### config.mk
export PLATFORM = sky130hd
export DESIGN_NAME = mips_exec_sequencer
export DESIGN_NICKNAME = d
export VERILOG_FILES = /design/src/rtl/mips_exec_sequencer.sv
export SDC_FILE = /design/constraint.sdc
export NUM_CORES = 1
export LEC_CHECK = 0
export BUFFER_PORTS_ARGS = -buffer_cell sky130_fd_sc_hd__buf_2
export CORE_MARGIN = 2
export CORE_UTILIZATION = 55
export DETAILED_ROUTE_END_ITERATION = 16
export GPL_ROUTABILITY_DRIVEN = 0
export HOLD_SLACK_MARGIN = 0.06
export MAX_ROUTING_LAYER = met4
export PLACE_DENSITY = 0.95
export SYNTH_ARGS = -nofsm -noshare
export SYNTH_HDL_FRONTEND = slang
export SYNTH_SLANG_ARGS = --single-unit
### constraint.sdc
create_clock -name clk -period 6.4 [get_ports clk]
set_input_delay 1.28 -clock clk [delete_from_list [all_inputs] [get_ports clk]]
set_output_delay 1.28 -clock clk [all_outputs]
set_load 0.05 [all_outputs]
### src/rtl/mips_exec_sequencer.sv
// Multicycle MIPS issue/control sequencer: fetch, register read, ALU issue,
// then writeback, branch or jump. Outputs are decodes of registered state.
// Optional retired-instruction counter enabled by defining SEQ_PERF_CNT_EN;
// without it instr_count is tied to zero and no counter flops exist.
module mips_exec_sequencer #(
   parameter logic [31:0] RESET_PC  = 32'h0000_0000,
   parameter logic [31:0] HALT_WORD = 32'hFFFF_FFFF
) (
   input  logic        clk,
   input  logic        rst_n,
   output logic        imem_req,
   output logic [31:0] imem_addr,
   input  logic        imem_ack,
   input  logic [31:0] imem_rdata,
   output logic [4:0]  rf_raddr1,
   output logic [4:0]  rf_raddr2,
   input  logic [31:0] rf_rdata1,
   input  logic [31:0] rf_rdata2,
   output logic [5:0]  alu_opcode,
   output logic [5:0]  alu_func,
   output logic [31:0] alu_a,
   output logic [31:0] alu_b,
   input  logic [31:0] alu_result,
   input  logic        alu_zero,
   output logic        rf_we,
   output logic [4:0]  rf_waddr,
   output logic [31:0] rf_wdata,
   output logic [31:0] pc,
   output logic        halt,
   output logic [31:0] instr_count
);

   localparam int unsigned XLEN = 32;
   localparam int unsigned RAW  = 5;
   localparam int unsigned OPW  = 6;

   localparam logic [OPW-1:0] OP_RTYPE = 6'h00;
   localparam logic [OPW-1:0] OP_J     = 6'h02;
   localparam logic [OPW-1:0] OP_BEQ   = 6'h04;
   localparam logic [OPW-1:0] OP_ADDI  = 6'h08;

   localparam logic [OPW-1:0] FN_ADD = 6'h20;
   localparam logic [OPW-1:0] FN_SUB = 6'h22;
   localparam logic [OPW-1:0] FN_AND = 6'h24;
   localparam logic [OPW-1:0] FN_OR  = 6'h25;
   localparam logic [OPW-1:0] FN_SLT = 6'h2A;

   typedef enum logic [2:0] {
      S_FETCH     = 3'd0,
      S_DECODE    = 3'd1,
      S_EXECUTE   = 3'd2,
      S_WRITEBACK = 3'd3,
      S_HALT      = 3'd4
   } state_e;

   state_e            state_q, state_d;
   logic [XLEN-1:0]   pc_q, pc_d;
   logic [XLEN-1:0]   ir_q, ir_d;
   logic [XLEN-1:0]   a_q, a_d;
   logic [XLEN-1:0]   b_q, b_d;
   logic [XLEN-1:0]   res_q, res_d;
   logic              fetch_en_q;

   logic [OPW-1:0]    opcode_c;
   logic [OPW-1:0]    func_c;
   logic [XLEN-1:0]   imm_sext_c;
   logic [XLEN-1:0]   pc_plus4_c;
   logic [XLEN-1:0]   br_target_c;
   logic [XLEN-1:0]   j_target_c;
   logic              is_halt_word_c;
   logic              is_rtype_c;
   logic              is_addi_c;
   logic              is_beq_c;
   logic              is_j_c;
   logic [RAW-1:0]    waddr_c;

   // Instruction field decode and pc arithmetic (all modulo 2^32).
   always_comb begin
      opcode_c       = ir_q[31:26];
      func_c         = ir_q[5:0];
      imm_sext_c     = {{16{ir_q[15]}}, ir_q[15:0]};
      pc_plus4_c     = pc_q + XLEN'(4);
      br_target_c    = pc_plus4_c + {imm_sext_c[XLEN-3:0], 2'b00};
      j_target_c     = {pc_plus4_c[31:28], ir_q[25:0], 2'b00};
      is_halt_word_c = (ir_q == HALT_WORD);
      is_rtype_c     = (opcode_c == OP_RTYPE) &&
                       (func_c inside {FN_ADD, FN_SUB, FN_AND, FN_OR, FN_SLT});
      is_addi_c      = (opcode_c == OP_ADDI);
      is_beq_c       = (opcode_c == OP_BEQ);
      is_j_c         = (opcode_c == OP_J);
      waddr_c        = (opcode_c == OP_RTYPE) ? ir_q[15:11] : ir_q[20:16];
   end

   // Next-state and datapath-register update.
   always_comb begin
      state_d = state_q;
      pc_d    = pc_q;
      ir_d    = ir_q;
      a_d     = a_q;
      b_d     = b_q;
      res_d   = res_q;
      case (state_q)
         S_FETCH: begin
            if (fetch_en_q && imem_ack) begin
               ir_d    = imem_rdata;
               state_d = S_DECODE;
            end
         end
         S_DECODE: begin
            a_d = rf_rdata1;
            b_d = is_addi_c ? imm_sext_c : rf_rdata2;
            if (is_halt_word_c) begin
               state_d = S_HALT;
            end else if (is_j_c) begin
               pc_d    = j_target_c;
               state_d = S_FETCH;
            end else if (is_rtype_c || is_addi_c || is_beq_c) begin
               state_d = S_EXECUTE;
            end else begin
               state_d = S_HALT;
            end
         end
         S_EXECUTE: begin
            res_d = alu_result;
            if (is_beq_c) begin
               pc_d    = alu_zero ? br_target_c : pc_plus4_c;
               state_d = S_FETCH;
            end else begin
               state_d = S_WRITEBACK;
            end
         end
         S_WRITEBACK: begin
            pc_d    = pc_plus4_c;
            state_d = S_FETCH;
         end
         S_HALT: begin
            state_d = S_HALT;
         end
         default: begin
            state_d = S_FETCH;
         end
      endcase
   end

   // State and datapath registers.
   always_ff @(posedge clk or negedge rst_n) begin
      if (!rst_n) begin
         state_q <= S_FETCH;
         pc_q    <= RESET_PC;
         ir_q    <= '0;
         a_q     <= '0;
         b_q     <= '0;
         res_q   <= '0;
      end else begin
         state_q <= state_d;
         pc_q    <= pc_d;
         ir_q    <= ir_d;
         a_q     <= a_d;
         b_q     <= b_d;
         res_q   <= res_d;
      end
   end

   // Fetch is held off until the first clock after reset release.
   always_ff @(posedge clk or negedge rst_n) begin
      if (!rst_n) begin
         fetch_en_q <= 1'b0;
      end else begin
         fetch_en_q <= 1'b1;
      end
   end

   // Interface decodes of the registered state.
   always_comb begin
      imem_req   = fetch_en_q && (state_q == S_FETCH);
      imem_addr  = pc_q;
      rf_raddr1  = ir_q[25:21];
      rf_raddr2  = ir_q[20:16];
      alu_opcode = opcode_c;
      alu_func   = func_c;
      alu_a      = a_q;
      alu_b      = b_q;
      rf_waddr   = waddr_c;
      rf_wdata   = res_q;
      rf_we      = (state_q == S_WRITEBACK) && (waddr_c != RAW'(0));
      pc         = pc_q;
      halt       = (state_q == S_HALT);
   end

`ifdef SEQ_PERF_CNT_EN
   logic [XLEN-1:0] cnt_q, cnt_d;
   logic            retire_c;

   // Retirement points: writeback exit, beq execute exit, j decode exit.
   always_comb begin
      retire_c = 1'b0;
      case (state_q)
         S_WRITEBACK: retire_c = 1'b1;
         S_EXECUTE:   retire_c = is_beq_c;
         S_DECODE:    retire_c = is_j_c && !is_halt_word_c;
         default:     retire_c = 1'b0;
      endcase
      cnt_d = cnt_q + XLEN'(retire_c);
   end

   // Retired instruction counter, wraps at 2^32.
   always_ff @(posedge clk or negedge rst_n) begin
      if (!rst_n) begin
         cnt_q <= '0;
      end else begin
         cnt_q <= cnt_d;
      end
   end

   assign instr_count = cnt_q;
`else
   assign instr_count = '0;
`endif

endmodule

==> results of run 1 <==
-- state kept, by name (all words and copies together) (netlist names) --
| register | cells |
|---|---|
| imem_addr | 30 |
| alu_a | 32 |
| state_q | 3 |
| fetch_en_q | 1 |
| rf_wdata | 32 |
| alu_b | 32 |
| ir_q | 32 |
-- worst reg2reg max path: cells and delay by family (launching register included) --
| kind | cells | cell delay [ns] |
|---|---|---|
| AO/OA/AOI/OAI | 4 | 1.32 |
| flip-flops | 1 | 0.48 |
| AND/OR/NAND/NOR | 7 | 2.47 |
| XOR/XNOR | 1 | 0.09 |
| adder cells (fa/ha/maj) | 2 | 0.75 |
-- cells by family (layout without fill, tap and decap cells) --
kind of cell / count (synthesis) / in the layout
buf+inv: 159 / 380
fa+ha+maj: 37 / 37
flops: 162 / 162
other cells: 2 / 39
mux: 117 / 117
compound gates: 221 / 221
simple gates: 252 / 252
xor+xnor: 47 / 47
-- layer usage --
layer,track usage (%),vias up,share of wire (%)
li1,-,3927,-
met4,13.4,0,4.3
met1,38.8,4157,40
met5,-,-,0
met2,48.1,554,48
met3,6.41,95,8.3
-- synthesized netlist by cell type (14+ instances only) --
| master | count |
|---|---|
| dfrtp_1 | 162 |
| nand2_1 | 103 |
| mux2_2 | 101 |
| buf_4 | 89 |
| a21oi_1 | 71 |
| o21ai_0 | 68 |
| clkbuf_1 | 45 |
| nor2_1 | 45 |
| ha_1 | 36 |
| xnor2_1 | 32 |
| inv_1 | 20 |
| nand3_1 | 19 |
| nand4_1 | 19 |
| mux2i_1 | 16 |
| xor2_1 | 15 |
| a21o_1 | 14 |
-- area by class of cell --
type                    instances  area [µm²]
diodes                          2        5.00
clock buffers                  17         425
clock inverters                15         156
fillers                      1274        5710
inverters                      20        75.1
multi-input cells             711        4910
flip-flops and latches        162        4050
well taps                     225         282
repair buffers                328        1680
-- worst max-delay path by stage --
stage	from	endpoint	slack, ns	cells after the start
CTS	imem_addr[2]$_DFFE_PN0P_	imem_addr[30]$_DFFE_PN0P_	1.43	14
detailed placement	imem_addr[2]$_DFFE_PN0P_	imem_addr[31]$_DFFE_PN0P_	1.50	17
global placement	imem_addr[2]$_DFFE_PN0P_	imem_addr[31]$_DFFE_PN0P_	1.79	17
floorplan	imem_addr[2]$_DFFE_PN0P_	imem_addr[31]$_DFFE_PN0P_	1.87	18
finish	imem_addr[2]$_DFFE_PN0P_	imem_addr[30]$_DFFE_PN0P_	1.13	14
global route	imem_addr[2]$_DFFE_PN0P_	imem_addr[30]$_DFFE_PN0P_	0.99	14
-- metrics by stage --
stage          instances  setup slack, ns
3_3_place_gp        1446             1.79
2_1_floorplan       1032             1.87
4_1_cts             1478             1.43
6_report            1480             1.13
3_5_place_dp        1446             1.50
5_1_grt             1479            0.994
==> impl_metrics.json, run 1 <==
{
  "grt_antenna_before_repair": 1,
  "core_region_area_um2": 17300,
  "io_buffer_count": 317,
  "clk_latency_ns": 0.43,
  "most-common-layout-cells": "316 x buf_2, 162 x dfrtp_1, 103 x nand2_1, 101 x mux2_2, 71 x a21oi_1",
  "tritoncts.num_buffers": 17,
  "detail_route.iter0.violations": 935,
  "crit_path_cell_chain": "ha_1 -> nand2_1 -> nor4_1 -> nand2_1 -> nor2_1 -> and3_1 -> xor2_1 -> ha_1 -> nand4_1 -> or2_2 -> a2111oi_0 -> o31ai_1 -> a311oi_1 -> a21oi_1",
  "io_pins": 354,
  "synth_compound_gate_area_share_pct": 13.9,
  "postSynth.asyncResetShare_pct": 100,
  "synth_warn": 0,
  "track_usage_pct": 30.8,
  "die_w_um": 137,
  "timing.critical_path.slowest_cell_delay_ns": 0.94,
  "post-synth-top-area-fraction_pct": 41.6,
  "num-nets-final": 1409,
  "pin_count_of_the_biggest_net_entering_global_routing": 115,
  "quantity_of_gates_resized_following_cts": 0,
  "critPathLaunchType": "flip-flop",
  "drc": 0,
  "outcome": "finished, final reports clean",
  "top_delay_family_on_crit_path": "simple AND/OR/NAND/NOR gates",
  "synth_enable_flop_cells": 0,
  "basic_gate_share_of_the_synthesized_area_counting_and_or_nand_and_nor_cells_pct": 12.6,
  "worst-endpoint-required_ns": 6.67,
  "synth.yosys.seq_area_share_pct": 41.6,
  "finalHoldViolCount": 0,
  "worst_ep_arrival_time_ns": 5.54,
  "tightest_hold_margin_ns": 0.478,
  "worst-path-buf-inv": 0,
  "synth_xor_xnor_area_share_pct": 4.22,
  "routed_wirelength_mm": 29.1,
  "num_rows": 48,
  "max-slew-margin-rel_pct": 25.9,
  "place_hpwl_mm": 21.9,
  "crit-reg2reg-launch": "imem_addr[2]$_DFFE_PN0P_",
  "min_period_over_period_pct": 82.4,
  "tightestPinTransition_ns": 1.10,
  "synth_largest_area_cell": "dfrtp_1",
  "first_global_vias": 8213,
  "crit_path_max_delay_cell_type": "nor4_1",
  "synth-seq-cells": 162,
  "fmax_ghz": 0.190,
  "worst_case_clock_buffer_depth": 2,
  "synth.area.mux_share_pct": 13.3,
  "post_cts_hold_buffer_count": 0,
  "yosysUniqueCellTypes": 60,
  "finalClockSkew_ns": 0.0129,
  "netlist_instances": 997,
  "dominantRegCellSynth": "dfrtp_1",
  "final_common_cell": "buf_2",
  "cts_htree_levels": 4,
  "syn_to_final_growth_pct": 18.8,
  "reg2reg_slack_ns": 1.13,
  "grt_first_pass_wirelength_mm": 43.1,
  "clock_sinks": 162,
  "setup.worst_path.class": "reg -> reg",
  "layout_cells_sized_above_1_pct": 37.7,
  "maximum_capacitance_violations": 0,
  "startpoint_of_the_lowest_slack_hold_path": "alu_b[5]$_DFFE_PN0P_",
  "capture_instance_of_the_worst_register_to_register_path": "imem_addr[30]$_DFFE_PN0P_",
  "synth_fa_ha_area_share_pct": 4.82,
  "fin_util_pct": 67.0,
  "setup_tns_ns": 0,
  "die_h_um": 137,
  "finalMaxSlewViolations": 0,
  "setup_violations": 0,
  "drt-wirelength-per-cell_um": 19.7,
  "whs_path_depth": 2,
  "initial_core_util_pct": 56.4,
  "drtPass1Iterations": 5,
  "postSynthAreaPerCell_um2": 9.78,
  "route.vias.total": 8733,
  "clockRootBuffer": "clkbuf_16",
  "hold-path-endpoint": "alu_b[5]$_DFFE_PN0P_",
  "worst_setup_path_end_kind": "flip-flop",
  "worst_hold_path_type": "reg -> reg",
  "fin_area_um2": 11600,
  "post_synth_main_area_contributors": "dfrtp_1 42%, mux2_2 12%, buf_4 6.9%",
  "rsz_0062_raised_after_global_routing": "false",
  "routed_via_density": 5.90,
  "logic_depth_of_the_worst_register_to_register_path": 14,
  "detailed_place.area_um2": 11000,
  "drtAntennaViolNets": 0,
  "cts_setup_buffers": 0,
  "cts_tree": "done",
  "netlist_area_um2": 9750,
  "period_needed_ns": 5.27,
  "critical_path.max_fanout": 9,
  "design.die.area_um2": 18800,
  "main_combinational_cell_family_by_area_after_synthesis": "compound AO/OA/AOI/OAI gates",
  "grt.overflow.total": 0,
  "clkTransAtPathRegs_ns": 0.07
}
Power of run 1 is left out: the tool's default activity adds up to more than one toggle a clock period on the data nets, which glitch-free logic cannot reach.
==> run 2: changes to the inputs <==
--- a/config.mk
+++ b/config.mk
@@ -7,12 +7,12 @@
 export LEC_CHECK = 0
 export BUFFER_PORTS_ARGS = -buffer_cell sky130_fd_sc_hd__buf_2
 export CORE_MARGIN = 2
-export CORE_UTILIZATION = 55
+export CORE_UTILIZATION = 51
 export DETAILED_ROUTE_END_ITERATION = 16
 export GPL_ROUTABILITY_DRIVEN = 0
 export HOLD_SLACK_MARGIN = 0.06
 export MAX_ROUTING_LAYER = met4
-export PLACE_DENSITY = 0.95
+export PLACE_DENSITY = 0.91
 export SYNTH_ARGS = -nofsm -noshare
 export SYNTH_HDL_FRONTEND = slang
 export SYNTH_SLANG_ARGS = --single-unit
==> constraint.sdc (replaced) <==
create_clock -name clk -period 5 [get_ports clk]
set_input_delay 1 -clock clk [delete_from_list [all_inputs] [get_ports clk]]
set_output_delay 1 -clock clk [all_outputs]
set_load 0.05 [all_outputs]
==> run 2 against run 1 <==
Cell count is 1.0% higher. Setup slack worse by 0.40 ns. Sequential share of layout area is 0.20 points lower. Core utilization is 4.7 points lower. Via count is 0.27% lower. Routed wire length is 1.3% higher. Non-clock buffer count is 6 higher. First-iteration DRC count is 34% lower. Count of clock-buffer cells in the layout is 1 higher. Die area is 7.6% higher. Design area is 0.58% higher. Flip-flop and latch count stayed put.
==> impl_metrics.json, run 2 (synthesized netlist as in run 1, its figures left out) <==
{
  "outcome": "finished, final reports clean",
  "io_buffer_count": 317,
  "finalHoldViolCount": 0,
  "tightest_hold_margin_ns": 0.481,
  "clk_latency_ns": 0.43,
  "finalMaxSlewViolations": 0,
  "core_region_area_um2": 18700,
  "first_global_vias": 8579,
  "detailed_place.area_um2": 11100,
  "setup.worst_path.class": "reg -> out",
  "num-nets-final": 1415,
  "routed_wirelength_mm": 29.5,
  "setup_tns_ns": 0,
  "fill_cell_total_of_the_finished_layout": 1480,
  "pin_count_of_the_biggest_net_entering_global_routing": 100,
  "min_period_over_period_pct": 85.5,
  "cts_tree": "done",
  "drtAntennaViolNets": 0,
  "tightestPinTransition_ns": 1.19,
  "grt.overflow.total": 0,
  "most-common-layout-cells": "316 x buf_2, 162 x dfrtp_1, 103 x nand2_1, 101 x mux2_2, 71 x a21oi_1",
  "clock_sinks": 162,
  "rsz_0062_raised_after_global_routing": "false",
  "routed.top_layer": "met4",
  "tritoncts.num_buffers": 17,
  "final_cell_count_no_fill": 1495,
  "fmax_ghz": 0.234,
  "layout_cells_sized_above_1_pct": 37.9,
  "syn_to_final_growth_pct": 19.5,
  "hold-path-endpoint": "alu_b[29]$_DFFE_PN0P_",
  "worst_hold_path_type": "reg -> reg",
  "grt_first_pass_wirelength_mm": 45.0,
  "worst_setup_path_end_kind": "output pin",
  "dr_wl_met3_mm": 2.45,
  "setup_violations": 0,
  "startpoint_of_the_lowest_slack_hold_path": "alu_b[29]$_DFFE_PN0P_",
  "place_hpwl_mm": 22.5,
  "crit_path_max_delay_cell_type": "or4_1",
  "clkTransAtPathRegs_ns": 0.08,
  "maximum_capacitance_violations": 0,
  "critical_path.max_fanout": 5,
  "cts_htree_levels": 4,
  "drt-wirelength-per-cell_um": 19.7,
  "finalClockSkew_ns": 0.0169,
  "timing.critical_path.slowest_cell_delay_ns": 0.51,
  "numPlacedInstances": 1461,
  "die_w_um": 142,
  "io_pins": 354,
  "die_h_um": 142,
  "wl_met1_mm": 11.6,
  "period_needed_ns": 4.27,
  "reg2reg_slack_ns": 0.82,
  "initial_core_util_pct": 52.1,
  "quantity_of_gates_resized_following_cts": 0,
  "num_rows": 50,
  "worst_case_clock_buffer_depth": 2,
  "routed_via_density": 5.83,
  "logic_depth_of_the_worst_register_to_register_path": 18,
  "cts_setup_buffers": 0,
  "design.die.area_um2": 20200,
  "crit-reg2reg-launch": "imem_addr[3]$_DFFE_PN0P_",
  "drtPass1Iterations": 7,
  "grt_antenna_before_repair": 3,
  "capture_instance_of_the_worst_register_to_register_path": "imem_addr[31]$_DFFE_PN0P_",
  "route.vias.total": 8709,
  "track_usage_pct": 29.2,
  "post_cts_hold_buffer_count": 0,
  "crit_path_cell_chain": "or3_4 -> or3_1 -> nor2_1 -> mux2_2 -> or4_1 -> o211a_1 -> buf_2",
  "critPathLaunchType": "flip-flop",
  "clockRootBuffer": "clkbuf_16",
  "met2_length_mm": 14.3,
  "detail_route.iter0.violations": 620,
  "max-slew-margin-rel_pct": 20.6,
  "drc": 0,
  "worst_ep_arrival_time_ns": 3.27,
  "worst-endpoint-required_ns": 4.00,
  "whs_path_depth": 2,
  "fin_area_um2": 11700,
  "final_common_cell": "buf_2"
}
[run 2: worst max-delay path: cells and delay by family, from the launching register on]
family	cells	cell delay, ns
compound gates	1	0.22
buf+inv	1	0.22
flops	1	0.42
mux	1	0.41
simple gates	4	1.59
[run 2: worst max-delay path by stage]
stage                                   from                        end  depth (start not counted)
floorplan           imem_addr[2]$_DFFE_PN0P_  imem_addr[31]$_DFFE_PN0P_                         18
global placement    imem_addr[2]$_DFFE_PN0P_  imem_addr[31]$_DFFE_PN0P_                         18
detailed placement  imem_addr[3]$_DFFE_PN0P_  imem_addr[31]$_DFFE_PN0P_                         18
CTS                     ir_q[31]$_DFFE_PN0P_                      rf_we                          7
global route        imem_addr[3]$_DFFE_PN0P_  imem_addr[31]$_DFFE_PN0P_                         18
finish                  ir_q[31]$_DFFE_PN0P_                      rf_we                          7
[run 2: cell type report]
| cell class | instances | area, µm² | area share [%] |
|---|---|---|---|
| diodes | 2 | 5.00 | 0.0430 |
| inverters | 20 | 75.1 | 0.644 |
| clock buffers | 18 | 439 | 3.77 |
| well taps | 234 | 293 | 2.51 |
| multi-input cells | 711 | 4910 | 42.1 |
| flip-flops and latches | 162 | 4050 | 34.8 |
| repair buffers | 334 | 1720 | 14.8 |
| clock inverters | 14 | 155 | 1.33 |
[run 2: through the flow]
| stage | util [%] | worst slack [ns] |
|---|---|---|
| 4_1_cts | 62.3 | 0.732 |
| 6_report | 62.3 | 0.727 |
| 3_5_place_dp | 59.1 | 0.883 |
| 2_1_floorplan | - | 0.474 |
| 3_3_place_gp | 59.1 | 1.01 |
| 5_1_grt | 62.3 | 0.445 |
[run 2: routing by layer]
| layer | up-vias | GRT usage (%) |
|---|---|---|
| met3 | 92 | 6.49 |
| met2 | 511 | 46.9 |
| met4 | 0 | 12.5 |
| met1 | 4170 | 35.6 |
| met5 | - | - |
| li1 | 3936 | - |
Power of run 2 is left out for the same reason.
==> run 3: changes to the inputs <==
--- a/config.mk
+++ b/config.mk
@@ -13,6 +13,7 @@
 export HOLD_SLACK_MARGIN = 0.06
 export MAX_ROUTING_LAYER = met4
 export PLACE_DENSITY = 0.91
+export REMOVE_ABC_BUFFERS = 1
 export SYNTH_ARGS = -nofsm -noshare
 export SYNTH_HDL_FRONTEND = slang
 export SYNTH_SLANG_ARGS = --single-unit
==> run 3 against run 2 <==
Register-to-register slack worse by 0.25 ns. Fmax down 3.5%. Hold slack worse by 0.0032 ns. Flip-flop and latch count unchanged. Non-clock buffer count down 5. Via count up 0.49%. Core utilization down 0.12 points. Design area down 0.19%. First-iteration DRC count up 21%. Critical path type is now reg -> reg.
==> impl_metrics.json, run 3 (synthesized netlist as in run 1, its figures left out) <==
{
  "grt_antenna_before_repair": 1,
  "worst_case_clock_buffer_depth": 2,
  "setup.worst_path.class": "reg -> reg",
  "maximum_capacitance_violations": 0,
  "crit_path_max_delay_cell_type": "dfrtp_1",
  "grt_first_pass_wirelength_mm": 46.0,
  "reg2reg_slack_ns": 0.57,
  "clockRootBuffer": "clkbuf_16",
  "tightestPinTransition_ns": 1.25,
  "hold-path-endpoint": "alu_b[29]$_DFFE_PN0P_",
  "clkTransAtPathRegs_ns": 0.07,
  "cts_htree_levels": 4,
  "final_common_cell": "buf_2",
  "clock_sinks": 162,
  "critical_path.max_fanout": 9,
  "core_region_area_um2": 18700,
  "worst-path-buf-inv": 1,
  "drt-wirelength-per-cell_um": 20.3,
  "io_pins": 354,
  "whs_path_depth": 2,
  "num_rows": 50,
  "top_delay_family_on_crit_path": "simple AND/OR/NAND/NOR gates",
  "place_hpwl_mm": 22.6,
  "pin_count_of_the_biggest_net_entering_global_routing": 82,
  "post_cts_hold_buffer_count": 0,
  "routed_wirelength_mm": 30.2,
  "setup_tns_ns": 0,
  "drtPass1Iterations": 6,
  "grt.overflow.total": 0,
  "finalMaxSlewViolations": 0,
  "most-common-layout-cells": "316 x buf_2, 162 x dfrtp_1, 103 x nand2_1, 101 x mux2_2, 71 x a21oi_1",
  "rsz_0062_raised_after_global_routing": "false",
  "finalClockSkew_ns": 0.0139,
  "design.die.area_um2": 20200,
  "drtAntennaViolNets": 0,
  "outcome": "finished, final reports clean",
  "capture_instance_of_the_worst_register_to_register_path": "imem_addr[31]$_DFFE_PN0P_",
  "die_h_um": 142,
  "timing.critical_path.slowest_cell_delay_ns": 0.48,
  "cts_tree": "done",
  "startpoint_of_the_lowest_slack_hold_path": "alu_b[29]$_DFFE_PN0P_",
  "worst_ep_arrival_time_ns": 4.74,
  "detail_route.iter0.violations": 751,
  "route.vias.total": 8752,
  "layout_cells_sized_above_1_pct": 37.6,
  "worst_hold_path_type": "reg -> reg",
  "quantity_of_gates_resized_following_cts": 0,
  "initial_core_util_pct": 52.1,
  "syn_to_final_growth_pct": 19.2,
  "worst_setup_path_end_kind": "flip-flop",
  "fmax_ghz": 0.226,
  "max-slew-margin-rel_pct": 16.1,
  "final_cell_count_no_fill": 1489,
  "setup_violations": 0,
  "crit_path_cell_chain": "ha_1 -> nand2_1 -> nor4_1 -> buf_4 -> nand2_1 -> nor2_1 -> and3_1 -> xor2_1 -> ha_1 -> nand4_1 -> or2_2 -> or3_1 -> nand2b_1 -> o22ai_1 -> a21oi_1 -> a21oi_1 -> and4b_1 -> xnor2_1",
  "tritoncts.num_buffers": 17,
  "first_global_vias": 8420,
  "crit_start": "imem_addr[2]$_DFFE_PN0P_",
  "logic_depth_of_the_worst_register_to_register_path": 18,
  "cts_setup_buffers": 0,
  "period_needed_ns": 4.43,
  "worst-endpoint-required_ns": 5.31,
  "routed_via_density": 5.88,
  "critPathLaunchType": "flip-flop",
  "die_w_um": 142,
  "numPlacedInstances": 1456,
  "finalHoldViolCount": 0,
  "track_usage_pct": 30.0,
  "crit-reg2reg-launch": "imem_addr[2]$_DFFE_PN0P_",
  "io_buffer_count": 317,
  "drc": 0,
  "min_period_over_period_pct": 88.5,
  "clk_latency_ns": 0.43,
  "num-nets-final": 1410
}
-- run 3: changes by cell type in the layout (fill, tap and decap cells not counted), sizes merged --
cell | before | now
buf | 334 | 329
bufinv | 0 | 1
clkbuf | 18 | 17
clkinv | 5 | 6
diode | 2 | 1
inv | 29 | 28
-- run 3: routing by layer --
| metal | GRT usage, % | wire, µm | vias to the layer above |
|---|---|---|---|
| met5 | - | 0 | - |
| met4 | 12.4 | 1120 | 0 |
| met3 | 5.05 | 2540 | 102 |
| met2 | 49.3 | 14900 | 515 |
| met1 | 36.9 | 11600 | 4213 |
| li1 | - | - | 3922 |
-- run 3: worst max-delay path by stage --
| stage | end | slack, ns | depth (start not counted) |
|---|---|---|---|
| after floorplan | imem_addr[31]$_DFFE_PN0P_ | 0.22 | 17 |
| after global placement | imem_addr[31]$_DFFE_PN0P_ | 0.86 | 18 |
| after detailed placement | imem_addr[31]$_DFFE_PN0P_ | 0.74 | 18 |
| after CTS | imem_addr[31]$_DFFE_PN0P_ | 0.68 | 18 |
| after global routing | imem_addr[31]$_DFFE_PN0P_ | 0.31 | 18 |
| final | imem_addr[31]$_DFFE_PN0P_ | 0.57 | 18 |
-- run 3: worst min-delay path: stages, from the launching register on --
cell,delay [ns]
dfrtp_1,0.34
nand2_1,0.04
o21ai_0,0.06
-- run 3: layout make-up --
cell class | count | area, µm²
diodes | 1 | 2.50
clock buffers | 17 | 425
clock inverters | 15 | 181
fillers | 1500 | 7080
inverters | 20 | 75.1
multi-input cells | 711 | 4910
flip-flops and latches | 162 | 4050
well taps | 234 | 293
repair buffers | 329 | 1680
-- run 3: stage by stage --
stage	instance area (µm²)	hold WS, ns	utilization [%]	setup WS, ns
2_1_floorplan	9030	0.521	-	0.221
3_3_place_gp	11000	0.458	58.9	0.864
3_5_place_dp	11000	0.465	58.9	0.737
4_1_cts	11600	0.482	62.2	0.685
5_1_grt	11600	0.496	62.2	0.315
6_report	11600	0.478	62.2	0.574
Power of run 3 is left out for the same reason.
